`config.mk`:
```
export PLATFORM = sky130hd
export DESIGN_NAME = boot_ctrl
export DESIGN_NICKNAME = d
export VERILOG_FILES = /design/src/rtl/boot_pkg.sv /design/src/rtl/boot_ctrl_hd_copy_engine.sv /design/src/rtl/boot_ctrl.sv
export SDC_FILE = /design/constraint.sdc
export NUM_CORES = 1
export LEC_CHECK = 0
export CORE_ASPECT_RATIO = 0.7
export CORE_UTILIZATION = 35
export DETAILED_ROUTE_END_ITERATION = 10
export DONT_BUFFER_PORTS = 1
export HOLD_SLACK_MARGIN = 0.06
export PLACE_DENSITY = 0.47
export SYNTH_ARGS = -nofsm -noshare
export SYNTH_HDL_FRONTEND = slang
export SYNTH_HIERARCHICAL = 1
export SYNTH_SLANG_ARGS = --single-unit
```
`constraint.sdc`:
```
create_clock -name clk_auto -period 3 [get_ports clk_auto]
set_clock_uncertainty 0.05 [all_clocks]
set_input_delay 0.45 -clock clk_auto [delete_from_list [all_inputs] [get_ports clk_auto]]
set_output_delay 0.45 -clock clk_auto [all_outputs]
set_load 0.01 [all_outputs]
```
`src/rtl/boot_pkg.sv`:
```
`default_nettype none
// ============================================================================
//  Module      : boot_pkg
//  Description : Shared types and constants for the boot sequencer: FSM state
//                encoding (which doubles as the external mode value), fetch
//                source select values and the default HD image location.
//  Revision    : 1.0  initial release
// ============================================================================
package boot_pkg;

  // State encoding is exported directly on the mode port.
  typedef enum logic [2:0] {
    BOOT_BIOS    = 3'd0,
    BOOT_HDR     = 3'd1,
    BOOT_COPY    = 3'd2,
    BOOT_RESTART = 3'd3,
    BOOT_PROG    = 3'd4,
    BOOT_HALTED  = 3'd5
  } boot_state_t;

  // Fetch source select values.
  localparam logic SRC_BIOS = 1'b0;
  localparam logic SRC_PROG = 1'b1;

  // Default HD word address of the image header.
  localparam int unsigned c_hd_base_default = 0;

endpackage : boot_pkg
`default_nettype wire

```
`src/rtl/boot_ctrl_hd_copy_engine.sv`:
```
`default_nettype none
// ============================================================================
//  Module      : hd_copy_engine
//  Description : Owns the HD req/ack handshake (header read and image words),
//                the word counter and the instruction-memory write strobe.
//                Each accepted image word is written one cycle after its ack;
//                the next request is launched from that write cycle, leaving
//                at least one idle cycle between request pulses.
//  Revision    : 1.0  initial release
// ============================================================================
module hd_copy_engine
  import boot_pkg::*;
#(
  parameter int unsigned    AW      = 32,
  parameter int unsigned    CW      = 11,
  parameter logic [AW-1:0]  HD_BASE = AW'(c_hd_base_default)
) (
  input  logic          clk_auto,
  input  logic          reset_n,
  input  logic          hdr_fetch,   // issue header read at HD_BASE
  input  logic          start,       // begin copying len words
  input  logic [CW-1:0] len,
  output logic          done,        // pulse with the final image write
  output logic          busy,
  output logic          ack_ok,      // ack accepted this cycle (req was high)
  output logic          hd_req,
  output logic [AW-1:0] hd_addr,
  input  logic          hd_ack,
  input  logic [31:0]   hd_data,
  output logic          imem_we,
  output logic [AW-1:0] imem_waddr,
  output logic [31:0]   imem_wdata
);

  logic          r_req;
  logic [AW-1:0] r_addr;
  logic          r_issue;
  logic          r_busy;
  logic [CW-1:0] r_cnt;
  logic [CW-1:0] r_len;
  logic          r_we;
  logic [AW-1:0] r_waddr;
  logic [31:0]   r_wdata;

  logic          w_ack;
  logic [CW-1:0] w_cnt_inc;
  logic          w_more;

  assign w_ack     = r_req & hd_ack;
  assign w_cnt_inc = r_cnt + CW'(1);
  assign w_more    = (w_cnt_inc < r_len);

  // Handshake, counter and write strobe sequencing.
  always_ff @(posedge clk_auto or negedge reset_n) begin
    if (!reset_n) begin
      r_req   <= 1'b0;
      r_addr  <= '0;
      r_issue <= 1'b0;
      r_busy  <= 1'b0;
      r_cnt   <= '0;
      r_len   <= '0;
      r_we    <= 1'b0;
      r_waddr <= '0;
      r_wdata <= '0;
    end else begin
      r_we <= 1'b0;
      if (hdr_fetch) begin
        r_req  <= 1'b1;
        r_addr <= HD_BASE;
      end else if (w_ack) begin
        // Request drops the cycle after ack; image words are written then.
        r_req <= 1'b0;
        if (r_busy) begin
          r_we    <= 1'b1;
          r_waddr <= AW'(r_cnt);
          r_wdata <= hd_data;
        end
      end else if (r_issue) begin
        // First image word, one idle cycle after the header ack.
        r_req   <= 1'b1;
        r_addr  <= HD_BASE + AW'(1);
        r_issue <= 1'b0;
      end else if (r_we) begin
        r_cnt <= w_cnt_inc;
        if (w_more) begin
          r_req  <= 1'b1;
          r_addr <= HD_BASE + AW'(2) + AW'(r_cnt);
        end else begin
          r_busy <= 1'b0;
        end
      end
      // Start coincides with the header ack; it only primes the copy.
      if (start) begin
        r_busy  <= 1'b1;
        r_cnt   <= '0;
        r_len   <= len;
        r_issue <= 1'b1;
      end
    end
  end

  assign done       = r_we & ~w_more;
  assign busy       = r_busy;
  assign ack_ok     = w_ack;
  assign hd_req     = r_req;
  assign hd_addr    = r_addr;
  assign imem_we    = r_we;
  assign imem_waddr = r_waddr;
  assign imem_wdata = r_wdata;

endmodule : hd_copy_engine
`default_nettype wire

```
`src/rtl/boot_ctrl.sv`:
```
`default_nettype none
// ============================================================================
//  Module      : boot_ctrl
//  Description : Boot sequencer. Fetches from BIOS ROM after reset; on BIOS
//                hlt copies a length-prefixed image from HD into instruction
//                memory, pulses a CPU restart and switches fetch to the
//                loaded program. A later hlt parks the system in HALTED.
//  Revision    : 1.0  initial release
// ============================================================================
module boot_ctrl
  import boot_pkg::*;
#(
  parameter int unsigned   HD_BASE    = c_hd_base_default,
  parameter int unsigned   IMEM_DEPTH = 1024,
  parameter int unsigned   AW         = 32
) (
  input  logic          clk_auto,
  input  logic          reset_n,
  input  logic [AW-1:0] pc,
  input  logic          cpu_hlt,
  output logic [AW-1:0] bios_addr,
  input  logic [31:0]   bios_data,
  output logic [AW-1:0] imem_addr,
  input  logic [31:0]   imem_data,
  output logic [31:0]   instr,
  output logic          cpu_stall,
  output logic          cpu_restart,
  output logic          hd_req,
  output logic [AW-1:0] hd_addr,
  input  logic          hd_ack,
  input  logic [31:0]   hd_data,
  output logic          imem_we,
  output logic [AW-1:0] imem_waddr,
  output logic [31:0]   imem_wdata,
  output logic [2:0]    mode,
  output logic          load_err
);

  // Counter must hold IMEM_DEPTH itself, hence the extra bit.
  localparam int unsigned c_cw = $clog2(IMEM_DEPTH) + 1;

  boot_state_t r_state;
  logic        r_src_sel;
  logic        r_src_prev;
  logic        r_fetch_valid;
  logic        r_stall;
  logic        r_restart;
  logic        r_load_err;

  logic [AW-1:0]   w_len;
  logic            w_len_ok;
  logic            w_hdr_fetch;
  logic            w_hdr_ack;
  logic            w_start;
  logic            w_ack_ok;
  logic            w_eng_done;
  logic            w_busy;
  logic            w_done;
  logic            w_fetch_live;

  assign w_len       = hd_data[AW-1:0];
  assign w_len_ok    = (w_len != '0) && (w_len <= AW'(IMEM_DEPTH));
  assign w_hdr_fetch = (r_state == BOOT_BIOS) && cpu_hlt;
  assign w_hdr_ack   = (r_state == BOOT_HDR) && w_ack_ok;
  assign w_start     = w_hdr_ack && w_len_ok;
  assign w_done      = w_eng_done && w_busy;

  hd_copy_engine #(
    .AW      (AW),
    .CW      (c_cw),
    .HD_BASE (AW'(HD_BASE))
  ) u_copy (
    .clk_auto   (clk_auto),
    .reset_n    (reset_n),
    .hdr_fetch  (w_hdr_fetch),
    .start      (w_start),
    .len        (c_cw'(w_len)),
    .done       (w_eng_done),
    .busy       (w_busy),
    .ack_ok     (w_ack_ok),
    .hd_req     (hd_req),
    .hd_addr    (hd_addr),
    .hd_ack     (hd_ack),
    .hd_data    (hd_data),
    .imem_we    (imem_we),
    .imem_waddr (imem_waddr),
    .imem_wdata (imem_wdata)
  );

  // Boot FSM with registered stall/restart/error outputs.
  always_ff @(posedge clk_auto or negedge reset_n) begin
    if (!reset_n) begin
      r_state    <= BOOT_BIOS;
      r_src_sel  <= SRC_BIOS;
      r_stall    <= 1'b0;
      r_restart  <= 1'b0;
      r_load_err <= 1'b0;
    end else begin
      case (r_state)
        BOOT_BIOS: begin
          if (cpu_hlt) begin
            r_state <= BOOT_HDR;
            r_stall <= 1'b1;
          end
        end
        BOOT_HDR: begin
          if (w_hdr_ack) begin
            if (w_len_ok) begin
              r_state <= BOOT_COPY;
            end else begin
              r_state    <= BOOT_HALTED;
              r_load_err <= 1'b1;
            end
          end
        end
        BOOT_COPY: begin
          if (w_done) begin
            r_state   <= BOOT_RESTART;
            r_restart <= 1'b1;
          end
        end
        BOOT_RESTART: begin
          // Stall stays up for the first PROG cycle to cover fetch latency.
          r_restart <= 1'b0;
          r_src_sel <= SRC_PROG;
          r_stall   <= 1'b1;
          r_state   <= BOOT_PROG;
        end
        BOOT_PROG: begin
          if (cpu_hlt) begin
            r_state <= BOOT_HALTED;
            r_stall <= 1'b1;
          end else begin
            r_stall <= 1'b0;
          end
        end
        BOOT_HALTED: begin
          r_stall <= 1'b1;
        end
        default: begin
          r_state <= BOOT_BIOS;
        end
      endcase
    end
  end

  // Delay the source select and fetch qualifier to line up with the
  // one-cycle registered read of the ROM and instruction memory.
  always_ff @(posedge clk_auto or negedge reset_n) begin
    if (!reset_n) begin
      r_src_prev    <= SRC_BIOS;
      r_fetch_valid <= 1'b0;
    end else begin
      r_src_prev    <= r_src_sel;
      r_fetch_valid <= (r_state == BOOT_BIOS) || (r_state == BOOT_PROG);
    end
  end

  assign w_fetch_live = r_fetch_valid &&
                        ((r_state == BOOT_BIOS) || (r_state == BOOT_PROG));

  assign bios_addr   = pc;
  assign imem_addr   = pc;
  assign instr       = !w_fetch_live          ? 32'h0 :
                       (r_src_prev == SRC_PROG) ? imem_data : bios_data;
  assign cpu_stall   = r_stall;
  assign cpu_restart = r_restart;
  assign mode        = r_state;
  assign load_err    = r_load_err;

endmodule : boot_ctrl
`default_nettype wire

```
==> impl_metrics.py, run 1 <==
metrics = {
    "run_status": {
        "status": "complete, no violations",
    },
    "power": {
        "leakage_nw": 2.46,
        "finalPower_mw": 4.08,
        "power_density_nw_per_um2": 726,
        "ir_drop_mv": 0.278,
    },
    "global_routing": {
        "grt_overflow": 0,
        "track_usage_pct": 16.8,
        "grt_pass1_wl_um": 21100,
        "grt_max_degree": 91,
        "antenna_found_initial": 0,
        "grt_pass1_vias": 3534,
    },
    "floorplanning": {
        "die_w_um": 154,
        "die-area_um2": 16600,
        "start_util_pct": 36.1,
        "rows": 38,
        "core_area_um2": 15600,
        "ioPinCount": 332,
        "die_h_um": 108,
    },
    "timing": {
        "slew_headroom_pct": 38.7,
        "rsz0062_at_grt": "no",
        "tns_ns": 0,
        "fmax_mhz": 355,
        "post-route-min-period_ns": 2.82,
        "setup_viol": 0,
        "hold_viol": 0,
        "min_period_over_period_pct": 93.8,
        "tightest_slew_ns": 0.916,
        "finalMaxSlewViolations": 0,
    },
    "logic_synthesis": {
        "avgSynthCellArea_um2": 9.73,
        "synth_cell_types": 50,
        "synthTopCellsByArea": "dfrtp_1 (40%), buf_4 (14%), mux2_2 (8.6%), mux2i_1 (5.7%), nor2_1 (3.7%)",
        "synthArstFlopShare_pct": 100,
        "seq_area_frac_synth_pct": 40.0,
        "netlist.area_leader.share_pct": 40.0,
        "yosys-top-cells-count": "buf_4 (105), dfrtp_1 (90), nor2_1 (55)",
        "synth_area_um2": 5630,
        "synthFlopType": "dfrtp_1",
        "synth_cells": 579,
        "yosysTopAreaCell": "dfrtp_1",
        "yosysWarnings": 6,
        "synth_edf_count": 0,
        "ys_ff_latch": 90,
        "yosysMostFrequentCell": "buf_4",
    },
    "setup_path": {
        "crit_start": "u_copy/r_cnt[2]",
        "arrival_ns": 2.98,
        "critPathCapture": "u_copy/hd_addr[2]",
        "worstPathRequired_ns": 3.17,
        "crit_type": "reg2reg",
        "r2r_cells": 11,
        "rr_startpoint": "u_copy/r_cnt[2]",
        "worst_r2r_endpoint": "u_copy/hd_addr[2]",
        "start_kind": "register",
        "crit_fanout": 11,
        "rrSetupSlack_ns": 0.18,
        "endpoint_kind": "register",
    },
    "min_path": {
        "min_path_type": "in2reg",
    },
    "place": {
        "io_buffers": 0,
        "dpl.hpwl_um": 10900,
        "gp_congestion": 0.882,
        "dp.cells": 699,
    },
    "layout": {
        "layout-drive-gt1-share_pct": 19.1,
        "fill_cells": 1547,
        "antennaDiodeCount": 0,
        "nets": 658,
        "syn2layout_area_growth_pct": -0.355,
        "fin_cells": 718,
    },
    "clock_network": {
        "clock_latency_ns": 0.34,
        "cts_max_level": 3,
        "clockBufferDepth": 2,
        "clock-root-buffer": "clkbuf_16",
        "cts_made_buffers": 9,
        "clk_pin_slew_ns": 0.07,
        "tritoncts": "built",
        "clock_sinks": 90,
    },
    "routing": {
        "first_pass_iters": 7,
        "wl_per_cell_um": 19.5,
        "vias": 3588,
        "ant_nets": 0,
        "drt_iter0_drc": 166,
        "drc": 0,
        "routed_via_density": 5.00,
        "wirelength_um": 14000,
    },
    "run": {
        "max_cap_viol_count": 0,
    },
}
==> logic make-up (layout without fill, tap and decap cells) <==
logic type / Yosys count / after routing / synth area share (%)
AO/OA/AOI/OAI: 54 / 54 / 6.44
XOR/XNOR: 25 / 25 / 3.89
adder cells (fa/ha/maj): 13 / 13 / 2.89
buffers and inverters: 155 / 54 / 18.0
flip-flops: 90 / 90 / 40.0
multiplexers: 75 / 75 / 14.3
other: 1 / 41 / 0.0666
AND/OR/NAND/NOR: 166 / 166 / 14.5
==> cell usage in the layout, fill, tap and decap left out, types with 5 or more instances in the layout <==
cell type	count
dfrtp_2	5
xnor2_1	10
inv_1	18
conb_1	41
o211ai_1	12
nand3_1	20
nor2_1	55
clkbuf_16	9
buf_4	16
nand2_1	50
mux2_2	43
nand2b_1	5
dfrtp_1	85
ha_1	12
a21oi_1	9
nor4_2	6
mux2i_1	32
xor2_1	15
o21ai_0	17
==> metal layers <==
| layer | track usage, % | up-vias | part of all wire (%) |
|---|---|---|---|
| met1 | 22.1 | 1729 | 44 |
| met5 | 0 | - | 0 |
| li1 | - | 1668 | - |
| met4 | 3.50 | 0 | 0.51 |
| met2 | 25.0 | 182 | 45 |
| met3 | 7.98 | 9 | 10 |
==> power breakdown <==
group	switching [mW]	internal [mW]	total (mW)
combinational	0.461	0.464	0.925
clock	0.481	0.696	1.18
sequential	0.430	1.55	1.97
==> through the flow <==
stage / cell area, um2 / util [%] / setup WS, ns / hold WS (ns)
after floorplan: 5780 / - / 0.383 / 0.104
after global placement: 5240 / 33.6 / 0.155 / 0.107
after detailed placement: 5240 / 33.6 / 0.0592 / 0.108
after CTS: 5590 / 35.9 / 0.0291 / 0.168
after global routing: 5610 / 36.0 / 0.0206 / 0.180
final: 5610 / 36.0 / 0.185 / 0.181
==> how the worst min path moves through the flow <==
stage                startpoint               endpoint  slack (ns)  cells past startpoint
floorplan               reset_n            cpu_restart        0.10                      0
detailed placement      reset_n  u_copy/imem_wdata[28]        0.11                      0
global placement        reset_n   u_copy/imem_waddr[5]        0.11                      0
CTS                 hd_data[10]       u_copy/r_len[10]        0.17                      2
global route         hd_data[3]        u_copy/r_len[3]        0.18                      2
finish              hd_data[10]       u_copy/r_len[10]        0.18                      2
==> critical path: stages, from the launching register on <==
cell and delay (ns):
dfrtp_2 0.44, ha_2 0.28, nand3_1 0.14, nor2_1 0.14, xor2_1 0.29, ha_1 0.30
nand4_1 0.13, nor3_2 0.07, a2111o_1 0.44, nor2b_2 0.17, buf_12 0.14, o211ai_1 0.10
==> sequential cells by signal (all words and copies together) (netlist names) <==
name	cells
u_copy/imem_wdata	32
u_copy/hd_addr	12
u_copy/imem_waddr	11
u_copy/r_cnt	11
u_copy/r_len	11
mode	3
cpu_restart	1
cpu_stall	1
load_err	1
r_fetch_valid	1
r_src_prev	1
r_src_sel	1
u_copy/busy	1
u_copy/hd_req	1
u_copy/imem_we	1
u_copy/r_issue	1
==> layout make-up <==
class                   instances  area (um2)  area share, %
well taps                     200         250           4.46
clock buffers                  11         253           4.50
clock inverters                 5        60.1           1.07
flip-flops and latches         90        2260           40.2
inverters                      18        67.6           1.20
repair buffers                 20         198           3.52
multi-input cells             374        2530           45.0
==> repair_timing <==
| item | CTS | global route |
|---|---|---|
| resized for setup | 0 | 6 |
| setup buffers | 0 | 1 |
| hold buffers | 2 | 0 |
| setup endpoints to repair | 0 | 15 |
| endpoints found under the hold margin | 90 | 0 |
Power figures use the tool's default switching activity.
==> inputs of run 2 (changes only) <==
Settings changed: DONT_BUFFER_PORTS 1 to not set, PLACE_DENSITY 0.47 to 0.73.
==> run 2 against run 1 <==
Against the previous run: clock power is 12% lower; largest power group is now combinational cells; total power increased by 15%; critical path type unchanged; worst setup slack got worse by 0.0077 ns; sequential cell count did not move; highest routed layer is now met5.
==> impl_metrics.py, run 2 (synthesized netlist as in run 1, its figures left out) <==
metrics = {
    "setup_path": {
        "crit_fanout": 11,
        "rr_startpoint": "u_copy/r_cnt[1]",
        "cp_top_family": "simple AND/OR/NAND/NOR gates",
        "worst_r2r_endpoint": "u_copy/hd_addr[2]",
        "crit_buf_inv": 3,
        "rrSetupSlack_ns": 0.18,
        "cpPeakStageDelay_ns": 0.44,
        "endpoint_kind": "register",
        "r2r_cells": 13,
        "crit_type": "reg2reg",
        "start_kind": "register",
        "worstPathRequired_ns": 3.17,
        "arrival_ns": 2.99,
        "path_cells": "ha_1 -> nand3_1 -> nor4_2 -> buf_4 -> xor2_1 -> ha_1 -> nand4_1 -> nor3_2 -> buf_4 -> a2111o_1 -> nor2b_2 -> buf_12 -> o211ai_1",
        "critPathSlowestCell": "a2111o_1",
    },
    "timing": {
        "hold_viol": 0,
        "fin_ws_ns": 0.177,
        "finalMaxSlewViolations": 0,
        "min_period_over_period_pct": 94.1,
        "tightest_slew_ns": 0.912,
        "fmax_mhz": 354,
        "setup_viol": 0,
        "post-route-min-period_ns": 2.82,
        "rsz0062_at_grt": "no",
        "slew_headroom_pct": 39.0,
    },
    "power": {
        "power_density_nw_per_um2": 617,
        "ir_drop_mv": 0.546,
        "leakage_nw": 3.27,
    },
    "min_path": {
        "hp-start": "r_src_sel",
        "min_path_type": "reg2reg",
        "whs_endpoint": "r_src_prev",
        "holdPathStages": 0,
    },
    "layout": {
        "final_area_um2": 7630,
        "syn2layout_area_growth_pct": 35.4,
        "antennaDiodeCount": 0,
        "layout_commonest_cell": "clkdlybuf4s50_1",
        "final_cell_mix": "clkdlybuf4s50_1 (192), dfrtp_1 (88), nor2_1 (55)",
        "nets": 871,
        "largest_reg_flops": 32,
        "layout-drive-gt1-share_pct": 15.9,
    },
    "floorplanning": {
        "start_util_pct": 36.1,
        "die_h_um": 108,
        "ioPinCount": 332,
        "die_w_um": 154,
        "rows": 38,
        "die-area_um2": 16600,
        "core_area_um2": 15600,
    },
    "place": {
        "io_buffers": 194,
        "dp_slack_ns": -0.149,
        "dpl.hpwl_um": 13400,
        "gp_congestion": 0.903,
        "postPlaceCellArea_um2": 7340,
    },
    "run_status": {
        "status": "complete, no violations",
    },
    "clock_network": {
        "clockBufferDepth": 2,
        "tritoncts": "built",
        "clock_latency_ns": 0.34,
        "cts_max_level": 3,
        "cts_made_buffers": 9,
        "clk_pin_slew_ns": 0.06,
        "clock-root-buffer": "clkbuf_16",
        "clock_sinks": 90,
    },
    "routing": {
        "ant_nets": 0,
        "vias": 4450,
        "wl_per_cell_um": 18.1,
        "wirelength_um": 16900,
        "drt_iter0_drc": 230,
        "drc": 0,
        "routed_via_density": 4.78,
        "first_pass_iters": 5,
    },
    "global_routing": {
        "grt_pass1_wl_um": 25700,
        "grt_overflow": 0,
        "antenna_found_initial": 3,
        "track_usage_pct": 20.4,
        "grt_max_degree": 40,
        "grt_pass1_vias": 4579,
    },
    "run": {
        "max_cap_viol_count": 0,
    },
}
==> run 2: routing by layer <==
metal / track usage, % / routed length [um]
met5: 0 / 45
met4: 4.50 / 145
met3: 12.5 / 2300
met2: 32.3 / 7640
met1: 23.5 / 6740
==> run 2: how the worst max path moves through the flow <==
| stage | endpoint | slack [ns] | from | cells past startpoint |
|---|---|---|---|---|
| 2_1_floorplan | mode[0] | 0.38 | u_copy/r_cnt[1] | 13 |
| 3_3_place_gp | u_copy/hd_addr[7] | -0.20 | u_copy/r_cnt[1] | 11 |
| 3_5_place_dp | u_copy/hd_addr[6] | -0.15 | u_copy/r_cnt[1] | 11 |
| 4_1_cts | u_copy/hd_addr[2] | 0.11 | u_copy/r_cnt[1] | 13 |
| 5_1_grt | u_copy/hd_addr[2] | 0.005 | u_copy/r_cnt[1] | 13 |
| 6_report | u_copy/hd_addr[2] | 0.18 | u_copy/r_cnt[1] | 13 |
==> run 2: repair_timing <==
item	4_1_cts	5_1_grt
hold buffers	1	0
resized for setup	1	3
hold endpoints to repair	36	0
setup endpoints to repair	11	15
setup buffers	0	0
==> run 2: per-stage QoR <==
stage	total power, mW	TNS [ns]	std cells	hold slack [ns]	util, %
after global routing	4.98	0	930	0.343	48.9
after CTS	4.75	0	930	0.322	48.9
after global placement	3.65	-2.18	914	0.310	47.0
final	4.70	0	930	0.321	48.9
after detailed placement	3.68	-1.41	914	0.306	47.0
after floorplan	2.75	0	619	0.104	-
==> run 2: power breakdown <==
part	internal, mW	switching [mW]	leakage (nW)
Sequential	1.54	0.209	1.08
Combinational	1.10	0.812	2.06
Clock	0.579	0.458	0.132
==> run 2: worst reg2reg max path, stage by stage (launching register included) <==
cell	delay, ns
dfrtp_2	0.42
ha_1	0.16
nand3_1	0.11
nor4_2	0.22
buf_4	0.15
xor2_1	0.14
ha_1	0.26
nand4_1	0.13
nor3_2	0.07
buf_4	0.14
a2111o_1	0.44
nor2b_2	0.17
buf_12	0.14
o211ai_1	0.11
==> run 2: layout make-up <==
type | count | area [um2]
Clock buffer | 11 | 243
Clock inverter | 4 | 26.3
Tap cell | 200 | 250
Inverter | 18 | 67.6
Multi-Input combinational cell | 374 | 2530
Fill cell | 1465 | 7960
Timing Repair Buffer | 233 | 2260
Sequential cell | 90 | 2250
==> inputs of run 3 (changes only) <==
Settings changed: ABC_AREA set to 1, CORE_MARGIN set to 5.
==> run 3 against run 2 <==
Against the previous run: via count is 12% higher; total power fell by 29%; utilization down 2.2 points; global-route usage shrank 2.6 points; critical endpoint is now mode[1]; largest power group is now registers.
==> impl_metrics.py, run 3 <==
metrics = {
    "global_routing": {
        "grt_max_degree": 56,
        "grt_pass1_wl_um": 26800,
        "use_met3_pct": 8.30,
        "grt_pass1_vias": 4862,
        "grtUsageMet1_pct": 22.0,
        "use_met2_pct": 29.3,
        "top_usage_layer": "met2",
        "track_usage_pct": 17.9,
        "antenna_found_initial": 0,
        "grt_overflow": 0,
    },
    "power": {
        "finalPower_mw": 3.34,
        "power_density_nw_per_um2": 441,
        "combPwrFrac_pct": 27.2,
        "clkPwrFrac_pct": 33.2,
        "ir_drop_mv": 0.307,
        "seqPwrFrac_pct": 39.6,
        "leakage_nw": 3.89,
        "internal_power_mw": 2.35,
        "power.switching_mw": 0.985,
        "swShare_pct": 29.5,
    },
    "routing": {
        "drt_iter0_drc": 293,
        "routed_via_density": 4.47,
        "ant_nets": 0,
        "drc": 0,
        "wirelength_um": 17700,
        "wl_per_cell_um": 15.9,
        "first_pass_iters": 4,
        "vias": 4983,
    },
    "place": {
        "gp_congestion": 0.917,
        "io_buffers": 194,
        "dp_slack_ns": 0.192,
        "dpl.hpwl_um": 13900,
        "postPlaceCellArea_um2": 7230,
    },
    "layout": {
        "syn2layout_area_growth_pct": 31.9,
        "fill_cells": 1625,
        "nets": 1029,
        "final_area_um2": 7570,
        "antennaDiodeCount": 0,
        "largest_reg_flops": 32,
        "layout_commonest_cell": "nand2_1",
        "final_cell_mix": "nand2_1 (275), clkdlybuf4s50_1 (193), dfrtp_1 (86)",
        "layout-drive-gt1-share_pct": 7.99,
        "utilization_pct": 46.7,
    },
    "setup_path": {
        "path_cells": "ha_1 -> nand2_2 -> inv_2 -> nand2_1 -> nor2_2 -> xor2_1 -> inv_1 -> ha_1 -> nand2_1 -> inv_1 -> nand2_1 -> nor2_1 -> nand2_1 -> nand3_4 -> nand2_1 -> inv_1 -> nand2_1 -> nand2_2 -> o211ai_2 -> a21oi_2 -> nand2_1 -> nand2_1",
        "crit_type": "reg2reg",
        "start_kind": "register",
        "cpPeakStageDelay_ns": 0.42,
        "critPathSlowestCell": "dfrtp_2",
        "worstPathRequired_ns": 3.23,
        "arrival_ns": 2.98,
        "cp_common_cell": "nand2_1",
        "rrSetupSlack_ns": 0.25,
        "rr_startpoint": "u_copy/r_cnt[2]",
        "cp_top_family": "simple AND/OR/NAND/NOR gates",
        "crit_fanout": 5,
        "endpoint_kind": "register",
        "worst_r2r_endpoint": "mode[1]",
        "crit_buf_inv": 4,
        "r2r_cells": 22,
    },
    "floorplanning": {
        "die-area_um2": 19100,
        "die_w_um": 163,
        "start_util_pct": 35.4,
        "die_h_um": 117,
        "core_area_um2": 16200,
        "rows": 39,
        "ioPinCount": 332,
    },
    "logic_synthesis": {
        "synth_edf_count": 0,
        "yosys-top-cells-count": "nand2_1 (276), buf_4 (111), dfrtp_1 (90)",
        "yosysWarnings": 6,
        "netlist.area_leader.share_pct": 39.2,
        "synthArstFlopShare_pct": 100,
        "seq_area_frac_synth_pct": 39.2,
        "synthTopCellsByArea": "dfrtp_1 (39%), nand2_1 (18%), buf_4 (15%), inv_1 (4.1%), a21oi_1 (3.8%)",
        "yosysTopAreaCell": "dfrtp_1",
        "synthFlopType": "dfrtp_1",
        "synth_area_um2": 5740,
        "avgSynthCellArea_um2": 7.57,
        "synth_cell_types": 38,
        "ys_ff_latch": 90,
        "yosysMostFrequentCell": "nand2_1",
        "synth_cells": 759,
    },
    "clock_network": {
        "tritoncts": "built",
        "clock_sinks": 90,
        "cts_max_level": 3,
        "clk_pin_slew_ns": 0.06,
        "clock_latency_ns": 0.34,
        "clock-root-buffer": "clkbuf_16",
        "postCtsHoldBufs": 0,
        "cts_made_buffers": 9,
        "clockBufferDepth": 2,
    },
    "timing": {
        "slew_headroom_pct": 50.8,
        "whs_ns": 0.122,
        "setup_viol": 0,
        "fin_ws_ns": 0.246,
        "hold_viol": 0,
        "fmax_mhz": 363,
        "min_period_over_period_pct": 91.8,
        "tightest_slew_ns": 0.737,
        "post-route-min-period_ns": 2.75,
        "finalMaxSlewViolations": 0,
    },
    "run": {
        "max_cap_viol_count": 0,
    },
    "min_path": {
        "min_path_type": "in2async",
    },
    "run_status": {
        "status": "complete, no violations",
    },
}
run 3: cell types whose count changed in the layout (fill, tap and decap cells not counted), sizes merged, moves of 9 or more:
cell,before,now
mux2i,32,0
xnor2,10,1
o211ai,12,2
nand2,51,281
a21oi,9,45
mux2,43,0
nand4,4,14
inv,19,67
o21ai,18,32
buf,40,11
xor2,15,6
run 3: worst max path at each step:
stage	startpoint	endpoint	cells past startpoint	slack (ns)
after detailed placement	u_copy/r_cnt[1]	mode[1]	22	0.19
after CTS	u_copy/r_cnt[1]	mode[1]	22	0.13
after global placement	u_copy/r_cnt[1]	mode[2]	22	0.31
after global routing	u_copy/r_cnt[1]	mode[0]	22	-0.007
final	u_copy/r_cnt[2]	mode[1]	22	0.25
after floorplan	u_copy/r_cnt[1]	mode[0]	22	0.51
run 3: metrics by stage:
step	instances	setup TNS [ns]
3_3_place_gp	1095	0
5_1_grt	1114	-0.0144
2_1_floorplan	799	0
3_5_place_dp	1095	0
4_1_cts	1111	0
6_report	1114	0
run 3: power by group through the flow:
stage | logic (mW) | clock network (mW) | registers [mW]
CTS | 0.924 | 1.14 | 1.32
finish | 0.908 | 1.11 | 1.32
global placement | 0.910 | 0 | 1.35
detailed placement | 0.915 | 0 | 1.34
global route | 0.994 | 1.18 | 1.33
floorplan | 0.465 | 0 | 1.36
run 3: cell families (layout without fill, tap and decap cells):
logic type	Yosys count	count (layout)	share of synthesized area [%]
flip-flops	90	90	39.2
buffers and inverters	197	287	21.2
AO/OA/AOI/OAI	89	89	9.13
AND/OR/NAND/NOR	362	362	26.5
other	1	41	0.0653
adder cells (fa/ha/maj)	13	13	2.83
XOR/XNOR	7	7	1.07
run 3: worst reg2reg max path: cells and delay by family (launching register included):
family / cells / cell delay, ns
AND/OR/NAND/NOR: 13 / 1.05
adder cells (fa/ha/maj): 2 / 0.47
flip-flops: 1 / 0.42
buffers and inverters: 4 / 0.24
XOR/XNOR: 1 / 0.20
AO/OA/AOI/OAI: 2 / 0.25
run 3: area by class of cell:
class	instances	area, um2	area share, %
Clock buffer	11	233	3.07
Clock inverter	5	55.1	0.727
Multi-Input combinational cell	512	2450	32.3
Sequential cell	90	2260	29.8
Tap cell	225	282	3.72
Timing Repair Buffer	204	2040	26.9
Inverter	67	259	3.42
run 3: repair_timing:
action	CTS	global route
setup buffers	0	3
setup endpoints to repair	0	15
gates resized for setup	0	12
run 3: per-layer routing:
metal	wire length [um]	vias to the layer above	part of all wire [%]
met5	0	-	0
li1	-	2468	-
met1	7300	2276	41
met2	8250	222	47
met4	221	0	1.2
met3	1930	17	11
